## config.mk

```make
export PLATFORM = sky130hd
export DESIGN_NAME = mem_port_arbiter
export DESIGN_NICKNAME = d
export VERILOG_FILES = /design/src/rtl/mem_arb_pkg.sv /design/src/rtl/mem_arb_checker.sv /design/src/rtl/rr_arbiter3.sv /design/src/rtl/mem_port_arbiter.sv
export SDC_FILE = /design/constraint.sdc
export NUM_CORES = 1
export LEC_CHECK = 0
export ABC_AREA = 0
export CORE_AREA = 4 4 109 111
export CTS_CLUSTER_DIAMETER = 30
export DETAILED_ROUTE_END_ITERATION = 12
export DIE_AREA = 0 0 113 115
export GPL_TIMING_DRIVEN = 0
export PLACE_DENSITY = 0.7
export REMOVE_ABC_BUFFERS = 1
export SKIP_CTS_REPAIR_TIMING = 1
export SYNTH_ARGS = -nofsm -noshare
export SYNTH_HDL_FRONTEND = slang
export SYNTH_SLANG_ARGS = --single-unit
```

## constraint.sdc

```tcl
create_clock -name clk -period 1.74 [get_ports clk]
set_input_delay 0.261 -clock clk [delete_from_list [all_inputs] [get_ports clk]]
set_output_delay 0.261 -clock clk [all_outputs]
set_load 0.01 [all_outputs]
```

## src/rtl/mem_arb_pkg.sv

```systemverilog
// Shared types and constants for the memory port arbiter.
// Contents: FSM state encoding, requester ids and the beats-per-burst helper.
package mem_arb_pkg;

    typedef enum logic [1:0] {
        ST_IDLE  = 2'd0,
        ST_REQ   = 2'd1,
        ST_WDATA = 2'd2,
        ST_RDATA = 2'd3
    } state_t;

    localparam logic [1:0] REQ_IC   = 2'd0;   // i_cache line fill
    localparam logic [1:0] REQ_DR   = 2'd1;   // d_cache line fill
    localparam logic [1:0] REQ_DW   = 2'd2;   // d_cache writeback
    localparam logic [1:0] REQ_NONE = 2'd3;   // no owner

    // Number of beats in one burst for a given log2 burst length.
    function automatic int unsigned beats(input int unsigned burst_log2);
        return 32'd1 << burst_log2;
    endfunction

endpackage

```

## src/rtl/mem_arb_checker.sv

```systemverilog
// Protocol checker for the requester side of the memory port arbiter:
// a requester that raised valid must keep it up until its ready pulse.
// Ports: clk, rst_n and each requester's valid/ready pair.
module mem_arb_checker (
    input logic clk,
    input logic rst_n,
    input logic ic_rd_valid,
    input logic ic_rd_ready,
    input logic dc_rd_valid,
    input logic dc_rd_ready,
    input logic dc_wr_valid,
    input logic dc_wr_ready
);

    ic_valid_held: assert property (@(posedge clk) disable iff (!rst_n)
        (ic_rd_valid && !ic_rd_ready) |=> ic_rd_valid);

    dr_valid_held: assert property (@(posedge clk) disable iff (!rst_n)
        (dc_rd_valid && !dc_rd_ready) |=> dc_rd_valid);

    dw_valid_held: assert property (@(posedge clk) disable iff (!rst_n)
        (dc_wr_valid && !dc_wr_ready) |=> dc_wr_valid);

endmodule

```

## src/rtl/rr_arbiter3.sv

```systemverilog
// Combinational 3-way round-robin picker.
// Ports: valid     - request vector {dc_wr, dc_rd, ic_rd}
//        last_grant- id of the previous winner; search starts one past it
//        grant_oh  - one-hot winner (0 when nothing is valid)
//        grant_id  - encoded winner, REQ_NONE when nothing is valid
module rr_arbiter3
    import mem_arb_pkg::*;
(
    input  logic [2:0] valid,
    input  logic [1:0] last_grant,
    output logic [2:0] grant_oh,
    output logic [1:0] grant_id
);

    logic [3:0] valid_ext_s;
    logic [1:0] first_s;
    logic [1:0] second_s;
    logic [1:0] third_s;

    // Search order rotated so the previous winner is tried last.
    always_comb begin
        valid_ext_s = {1'b0, valid};
        first_s     = REQ_IC;
        second_s    = REQ_DR;
        third_s     = REQ_DW;
        case (last_grant)
            2'd0: begin first_s = REQ_DR; second_s = REQ_DW; third_s = REQ_IC; end
            2'd1: begin first_s = REQ_DW; second_s = REQ_IC; third_s = REQ_DR; end
            default: begin first_s = REQ_IC; second_s = REQ_DR; third_s = REQ_DW; end
        endcase
    end

    // First valid requester in the rotated order wins.
    always_comb begin
        grant_id = REQ_NONE;
        grant_oh = 3'b000;
        if (valid_ext_s[first_s]) begin
            grant_id = first_s;
        end else if (valid_ext_s[second_s]) begin
            grant_id = second_s;
        end else if (valid_ext_s[third_s]) begin
            grant_id = third_s;
        end else begin
            grant_id = REQ_NONE;
        end
        case (grant_id)
            REQ_IC:  grant_oh = 3'b001;
            REQ_DR:  grant_oh = 3'b010;
            REQ_DW:  grant_oh = 3'b100;
            default: grant_oh = 3'b000;
        endcase
    end

endmodule

```

## src/rtl/mem_port_arbiter.sv

```systemverilog
// Arbitrates i_cache fill, d_cache fill and d_cache writeback onto one
// external burst memory port, one transaction at a time, round-robin.
// Ports: ic_rd_* / dc_rd_*  fill requests and returned read beats
//        dc_wr_*            writeback request and outgoing write beats
//        mem_*              external memory request / data channels
//        busy, grant_id     transaction status and current owner
module mem_port_arbiter
    import mem_arb_pkg::*;
#(
    parameter int ADDR_WIDTH = 26,
    parameter int DATA_WIDTH = 32,
    parameter int BURST_LOG2 = 2
) (
    input  logic                  clk,
    input  logic                  rst_n,
    input  logic                  ic_rd_valid,
    input  logic [ADDR_WIDTH-1:0] ic_rd_addr,
    output logic                  ic_rd_ready,
    output logic [DATA_WIDTH-1:0] ic_rd_data,
    output logic                  ic_rd_data_valid,
    input  logic                  dc_rd_valid,
    input  logic [ADDR_WIDTH-1:0] dc_rd_addr,
    output logic                  dc_rd_ready,
    output logic [DATA_WIDTH-1:0] dc_rd_data,
    output logic                  dc_rd_data_valid,
    input  logic                  dc_wr_valid,
    input  logic [ADDR_WIDTH-1:0] dc_wr_addr,
    output logic                  dc_wr_ready,
    input  logic [DATA_WIDTH-1:0] dc_wr_data,
    output logic                  dc_wr_data_ready,
    output logic                  mem_req_valid,
    output logic [ADDR_WIDTH-1:0] mem_req_addr,
    output logic                  mem_req_we,
    input  logic                  mem_req_ready,
    output logic [DATA_WIDTH-1:0] mem_wdata,
    output logic                  mem_wdata_valid,
    input  logic                  mem_wdata_ready,
    input  logic [DATA_WIDTH-1:0] mem_rdata,
    input  logic                  mem_rvalid,
    output logic                  busy,
    output logic [1:0]            grant_id
);

    localparam int unsigned BEATS = beats(BURST_LOG2);
    localparam logic [BURST_LOG2-1:0] LAST_BEAT = BURST_LOG2'(BEATS - 1);

    state_t                  state_r, state_s;
    logic [BURST_LOG2-1:0]   cnt_r, cnt_s;
    logic [1:0]              last_grant_r, last_grant_s;
    logic [1:0]              owner_r, owner_s;
    logic [ADDR_WIDTH-1:0]   addr_r, addr_s;
    logic                    we_r, we_s;
    logic [2:0]              req_vec_s;
    logic [2:0]              win_oh_s;
    logic [1:0]              win_id_s;

    assign req_vec_s = {dc_wr_valid, dc_rd_valid, ic_rd_valid};

    rr_arbiter3 u_rr (
        .valid      (req_vec_s),
        .last_grant (last_grant_r),
        .grant_oh   (win_oh_s),
        .grant_id   (win_id_s)
    );

    mem_arb_checker u_chk (
        .clk         (clk),
        .rst_n       (rst_n),
        .ic_rd_valid (ic_rd_valid),
        .ic_rd_ready (ic_rd_ready),
        .dc_rd_valid (dc_rd_valid),
        .dc_rd_ready (dc_rd_ready),
        .dc_wr_valid (dc_wr_valid),
        .dc_wr_ready (dc_wr_ready)
    );

    // State, beat counter and latched transaction registers.
    always_ff @(posedge clk or negedge rst_n) begin
        if (!rst_n) begin
            state_r      <= ST_IDLE;
            cnt_r        <= '0;
            last_grant_r <= REQ_DW;      // ic_rd wins the first tie
            owner_r      <= REQ_IC;
            addr_r       <= '0;
            we_r         <= 1'b0;
        end else begin
            state_r      <= state_s;
            cnt_r        <= cnt_s;
            last_grant_r <= last_grant_s;
            owner_r      <= owner_s;
            addr_r       <= addr_s;
            we_r         <= we_s;
        end
    end

    // Next-state logic and handshake outputs.
    always_comb begin
        state_s          = state_r;
        cnt_s            = cnt_r;
        last_grant_s     = last_grant_r;
        owner_s          = owner_r;
        addr_s           = addr_r;
        we_s             = we_r;
        ic_rd_ready      = 1'b0;
        dc_rd_ready      = 1'b0;
        dc_wr_ready      = 1'b0;
        ic_rd_data_valid = 1'b0;
        dc_rd_data_valid = 1'b0;
        dc_wr_data_ready = 1'b0;
        mem_req_valid    = 1'b0;
        mem_wdata_valid  = 1'b0;
        busy             = 1'b1;
        grant_id         = owner_r;
        case (state_r)
            ST_IDLE: begin
                busy     = 1'b0;
                grant_id = REQ_NONE;
                if (|req_vec_s) begin
                    owner_s      = win_id_s;
                    last_grant_s = win_id_s;
                    addr_s       = ({ADDR_WIDTH{win_oh_s[0]}} & ic_rd_addr)
                                 | ({ADDR_WIDTH{win_oh_s[1]}} & dc_rd_addr)
                                 | ({ADDR_WIDTH{win_oh_s[2]}} & dc_wr_addr);
                    we_s         = win_oh_s[2];
                    state_s      = ST_REQ;
                end else begin
                    state_s      = ST_IDLE;
                end
            end
            ST_REQ: begin
                mem_req_valid = 1'b1;
                if (mem_req_ready) begin
                    case (owner_r)
                        REQ_IC:  ic_rd_ready = 1'b1;
                        REQ_DR:  dc_rd_ready = 1'b1;
                        REQ_DW:  dc_wr_ready = 1'b1;
                        default: ic_rd_ready = 1'b0;
                    endcase
                    cnt_s   = '0;
                    state_s = we_r ? ST_WDATA : ST_RDATA;
                end else begin
                    state_s = ST_REQ;
                end
            end
            ST_WDATA: begin
                mem_wdata_valid  = 1'b1;
                dc_wr_data_ready = mem_wdata_ready;
                if (mem_wdata_ready) begin
                    cnt_s   = cnt_r + 1'b1;
                    state_s = (cnt_r == LAST_BEAT) ? ST_IDLE : ST_WDATA;
                end else begin
                    state_s = ST_WDATA;
                end
            end
            ST_RDATA: begin
                ic_rd_data_valid = mem_rvalid && (owner_r == REQ_IC);
                dc_rd_data_valid = mem_rvalid && (owner_r == REQ_DR);
                if (mem_rvalid) begin
                    cnt_s   = cnt_r + 1'b1;
                    state_s = (cnt_r == LAST_BEAT) ? ST_IDLE : ST_RDATA;
                end else begin
                    state_s = ST_RDATA;
                end
            end
            default: begin
                state_s = ST_IDLE;
            end
        endcase
    end

    // Address/data paths: latched request fields and beat pass-throughs.
    always_comb begin
        mem_req_addr = addr_r;
        mem_req_we   = we_r;
        mem_wdata    = dc_wr_data;
        ic_rd_data   = mem_rdata;
        dc_rd_data   = mem_rdata;
    end

endmodule

```

* Word-level counts from Yosys, hierarchy flattened
Index checks and enable logic that the tools add are counted.
Storage, ports and cells: bits in registers 35, output and inout port bits 134, word-level logic and storage cells 78
Operators by class: add/sub/neg operators 1, $lt $le $gt $ge 3, eq/ne operators 12, muxes and demuxes 41, bitwise gates (word level) 5, reduce and logical (&&, ||, !) cells 10
Operators by type and width (count):
- $and A26 B26 Y26 | 3
- $or A26 B26 Y26 | 2
- $mux W2 | 12
- $mux W1 | 20
- $pmux W2 S2 | 3
- $eq A2 B2 Y1 const B | 5
- $lt A2 B3 Y1 const B | 3
- $pmux W3 S3 | 1
- $eq A2 B1 Y1 const B | 4
- $logic_not A2 Y1 | 4
- $pmux W2 S4 | 1
- $bmux W1 S2 | 3
- $ne A2 B2 Y1 const B | 3
- $pmux W2 S3 | 1
- $reduce_and A4 Y1 | 1
- $reduce_bool A3 Y1 | 1
- $reduce_or A3 Y1 | 1
- $add A2 B1 Y2 const B | 1
- $logic_and A1 B1 Y1 | 2
- $reduce_and A2 Y1 | 1

* Longest topological paths before layout
depth in word-level cells 12, mapped depth 7

* Hierarchy
Synthesis repeated with hierarchy kept, for this count alone.
Second synthesis, totals: cell total of the unflattened synthesis 278, area total of the unflattened synthesis 2631.3 um^2
By module, submodules not included:
- mem_port_arbiter | instances 1, cells an instance 263, area an instance 2542.4 um^2
- rr_arbiter3 | instances 1, cells an instance 15, area an instance 88.8 um^2

* Least setup slack after synthesis
Ideal clock, no wire load.
path type register to register, from reg last_grant_r[1], to reg addr_r[12], in the netlist mem_req_addr[12], arrival 1.380 ns, slack 0.233 ns, stages on the path, launching flop included 7, path buffers 2, period minus slack after synthesis 1.507 ns, cell sequence dfstp_2 > nand2_1 > a32o_1 > buf_2 > buf_2 > a21oi_1 > a21oi_1
Between the ends: cells in the longest elaborated chain, start to end 12, elaborated cells between the ends (all ways) 23, classes of those cells 3 x eq/ne; 13 x mux; 5 x bitwise; 2 x reduce/logical
Ends and longest elaborated chain:
- start, declared | RTL line mem_port_arbiter.sv:49 | logic [1:0] last_grant_r, last_grant_s;
- start signal, assigned | RTL line mem_port_arbiter.sv:89 | last_grant_r <= last_grant_s;
- $eq A2 B1 Y1 / $logic_not A2 Y1 (equally long branches) | RTL line rr_arbiter3.sv:26 | case (last_grant)
- $pmux W2 S2 | RTL line rr_arbiter3.sv:26
- $bmux W1 S2 | RTL line rr_arbiter3.sv:41 | end else if (valid_ext_s[third_s]) begin
- $mux W1 (implied by the code) | RTL line rr_arbiter3.sv:41
- $mux W2 | RTL line rr_arbiter3.sv:41
- $mux W2 | RTL line rr_arbiter3.sv:39 | end else if (valid_ext_s[second_s]) begin
- $mux W2 (*) | RTL line rr_arbiter3.sv:37 | if (valid_ext_s[first_s]) begin
- $eq A2 B2 Y1 (tied with other cells) | RTL line rr_arbiter3.sv:46 | case (grant_id)
- $pmux W3 S3 (*) | RTL line rr_arbiter3.sv:46
- $and A26 B26 Y26, on equally long branches | RTL line mem_port_arbiter.sv:121, mem_port_arbiter.sv:122
- $or A26 B26 Y26 | RTL line mem_port_arbiter.sv:122 | | ({ADDR_WIDTH{win_oh_s[1]}} & dc_rd_addr)
- $or A26 B26 Y26 (*) | RTL line mem_port_arbiter.sv:123 | | ({ADDR_WIDTH{win_oh_s[2]}} & dc_wr_addr);
- end signal, assigned | RTL line mem_port_arbiter.sv:91 | addr_r <= addr_s;
- end, declared | RTL line mem_port_arbiter.sv:51 | logic [ADDR_WIDTH-1:0] addr_r, addr_s;
Mark *: on every way between the ends. The rest lies on a longest branch, timed or not. The select of a mux whose other input is x is not followed. A chain may end at the register's enable or synchronous reset.

* Worst setup path after layout
from reg last_grant_r[1], to reg addr_r[25], in the netlist mem_req_addr[25]
Same word-level chain as after synthesis.

==> flow_summary.toml <==
[clocking]
cts_num_sinks = 34
clk_latency_ns = 0.29
cts_buffer_depth = 2
cts_root_buffer = "clkbuf_8"
cts_tree = "done"
numCtsBuffers = 5
htree_levels = 2
clk_pin_slew_worst_paths_ns = 0.08

[sta]
max_slew_margin_pct = 30.5
setup_viol = 17
timing.hold.ws_ns = 0.0728
hold_violations = 0
timing.fmax_mhz = 550
fin_crit_ns = 1.82
period_share_pct = 105
rsz0062_at_grt = "true"
maxSlewViolCount = 0
tightest_slew_ns = 1.04
layout_setup_ws_ns = -0.0789
finClkSkew_ns = 0.00836

[yosys]
synth_simple_gate_area_share_pct = 10.7
syn_area_um2 = 2610
syn_avg_cell_area_um2 = 8.73
yosysSeqAreaShare_pct = 32.6
synth_top_family_by_area = "buffers and inverters"
synth_seq_cells = 34
syn_inst = 299
synth_cell_type_count = 32
yosys.area_share.xor_xnor_pct = 0
yosysWarnings = 0
synthMuxAreaShare_pct = 0
synth-compound-area-share_pct = 24.2
synth_fa_ha_area_share_pct = 0.479

[placed_design]
hpwl_mm = 13.4
port_buffers = 123
routabilityCongestion = 0.903
dp_cells = 451
preCtsSetupSlack_ns = -0.954

[global_routing]
grt_first_pass_wirelength_mm = 20.6
antenna_found_initial = 0
grt.overflow.total = 0
grt_max_degree = 35
grt_pass1_vias = 2384
grt_usage_pct = 23.3

[die]
io_pins = 284
rows = 38
initial_core_util_pct = 24.2
core_area_um2 = 10800
die_x_um = 113
die_y_um = 115
die_area_um2 = 13000

[critical_path]
reg2regPathDepth = 4
path_class = "flop to flop"
arrival_ns = 1.95
required_ns = 1.87
critPathMaxFanout = 13
critPathLaunchType = "flop"
crit_path_end_kind = "flop"

[power_and_ir_drop]
p_per_area_nw_per_um2 = 1410
total_power_mw = 5.06
internal-power_mw = 3.02
p_seq_share_pct = 30.0
switching_share_pct = 40.3
clockPowerShare_pct = 12.8
leakage_nw = 1.51
irDropWorstVdd_mv = 0.653
power_switching_mw = 2.04
comb_power_share_pct = 57.2

[final_layout]
drive_gt1_share_pct = 17.5
post-route-util_pct = 33.2
nFillCells = 1119
final_common_cell = "clkdlybuf4s50_1"
syn_to_final_growth_pct = 37.2
final_net_count = 487
antenna_cells = 0
final_cell_mix = "108 x clkdlybuf4s50_1, 50 x a21oi_1, 30 x nor2_1, 30 x dfrtp_1, 13 x dlymetal6s2s_1"
final_cells = 477

[status]
failed_checks = "negative setup slack"
status = "finished with violations"

[routing]
vias_per_cell = 5.24
wl_per_cell_um = 37.5
firstDrtPassIters = 5
drc_errors = 0
initialDrtViolationCount = 124
ant_nets = 0
wl_mm = 17.9
vias = 2500

[flow_run]
cap_viol_max_count = 0

[worst_hold_path]
hold_class = "input port to async pin"
[sequential cells by signal, summed over array words and instances (netlist names)]
| name | flops |
|---|---|
| cnt_r | 2 |
| last_grant_r | 2 |
| mem_req_addr | 26 |
| mem_req_we | 1 |
| owner_r | 1 |
| state_r | 2 |
[per-layer routing]
metal | routed length (um) | GRT usage, % | part of all wire (%)
met2 | 7910 | 34.0 | 44
met3 | 4410 | 29.6 | 25
met5 | 64 | 4.07 | 0.36
met4 | 618 | 8.33 | 3.5
met1 | 4880 | 18.3 | 27
[synth_stat cells]
library cell / number / area (um^2)
ha_1: 1 / 12.5
o211ai_1: 1 / 7.51
buf_2: 10 / 50.1
a21oi_1: 50 / 250
o32ai_4: 1 / 27.5
nand2b_1: 6 / 37.5
o21ai_0: 4 / 20.0
a222oi_1: 6 / 60.1
nor3_1: 3 / 15.0
nand2_1: 10 / 37.5
nand2b_4: 1 / 13.8
a31o_1: 1 / 8.76
dfrtp_1: 33 / 826
inv_1: 2 / 7.51
nor2b_1: 2 / 12.5
buf_4: 97 / 728
nor2_2: 1 / 6.26
a22oi_2: 10 / 125
a31o_2: 1 / 8.76
nor3b_1: 1 / 7.51
a21oi_2: 1 / 8.76
buf_6: 4 / 45.0
dfstp_2: 1 / 26.3
inv_2: 1 / 3.75
nor2_1: 30 / 113
nand3_1: 3 / 15.0
nor2b_2: 1 / 8.76
and2_1: 2 / 12.5
a32oi_1: 1 / 8.76
a32o_1: 1 / 10.0
a22oi_1: 10 / 75.1
a21o_1: 3 / 22.5
[stage by stage]
| stage | setup TNS [ns] | area (um^2) |
|---|---|---|
| 2_1_floorplan | -0.787 | 1790 |
| 3_3_place_gp | -37.04 | 3190 |
| 3_5_place_dp | -24.84 | 3200 |
| 4_1_cts | -21.84 | 3290 |
| 5_1_grt | -3.56 | 3580 |
| 6_report | -0.776 | 3580 |
[final cells by class]
type / count / area [um^2] / area share (%)
multi-input combinational: 156 / 1060 / 29.7
clock inverter: 2 / 12.5 / 0.349
inverter: 3 / 13.8 / 0.384
timing repair buffer: 136 / 1380 / 38.4
tap: 140 / 175 / 4.89
clock buffer: 6 / 82.6 / 2.30
sequential: 34 / 858 / 24.0
[critical path, cell delays in order (launching register included)]
cell and delay [ns]:
dfstp_2 0.61, nand2_2 0.13, a32o_4 0.46, a222oi_1 0.33
a21oi_1 0.11
[kinds of logic after synthesis]
kind of cell               count (synthesis)
DFF                                       34
adders and majority gates                  1
buffers and inverters                    114
and+or+nand+nor                           60
AOI/OAI and AO/OA                         90
[worst paths after layout]
path                                  from                to  slack, ns
setup / recovery           last_grant_r[1]  mem_req_addr[25]      -0.08
hold / removal                       rst_n   mem_req_addr[5]       0.07
setup reg to reg           last_grant_r[1]  mem_req_addr[25]      -0.08
hold reg to reg                   cnt_r[1]          cnt_r[1]       0.52
max in group asynchronous            rst_n   last_grant_r[0]       1.06
min in group clk               ic_rd_valid   last_grant_r[0]       0.48
[power groups by stage]
stage / sequential [mW] / combinational [mW] / clock [mW]
4_1_cts: 1.50 / 2.48 / 0.666
3_5_place_dp: 1.51 / 2.47 / 0
3_3_place_gp: 1.48 / 2.42 / 0
6_report: 1.52 / 2.89 / 0.646
5_1_grt: 1.57 / 3.14 / 0.704
2_1_floorplan: 1.61 / 0.987 / 0
Power figures use the tool's default switching activity.
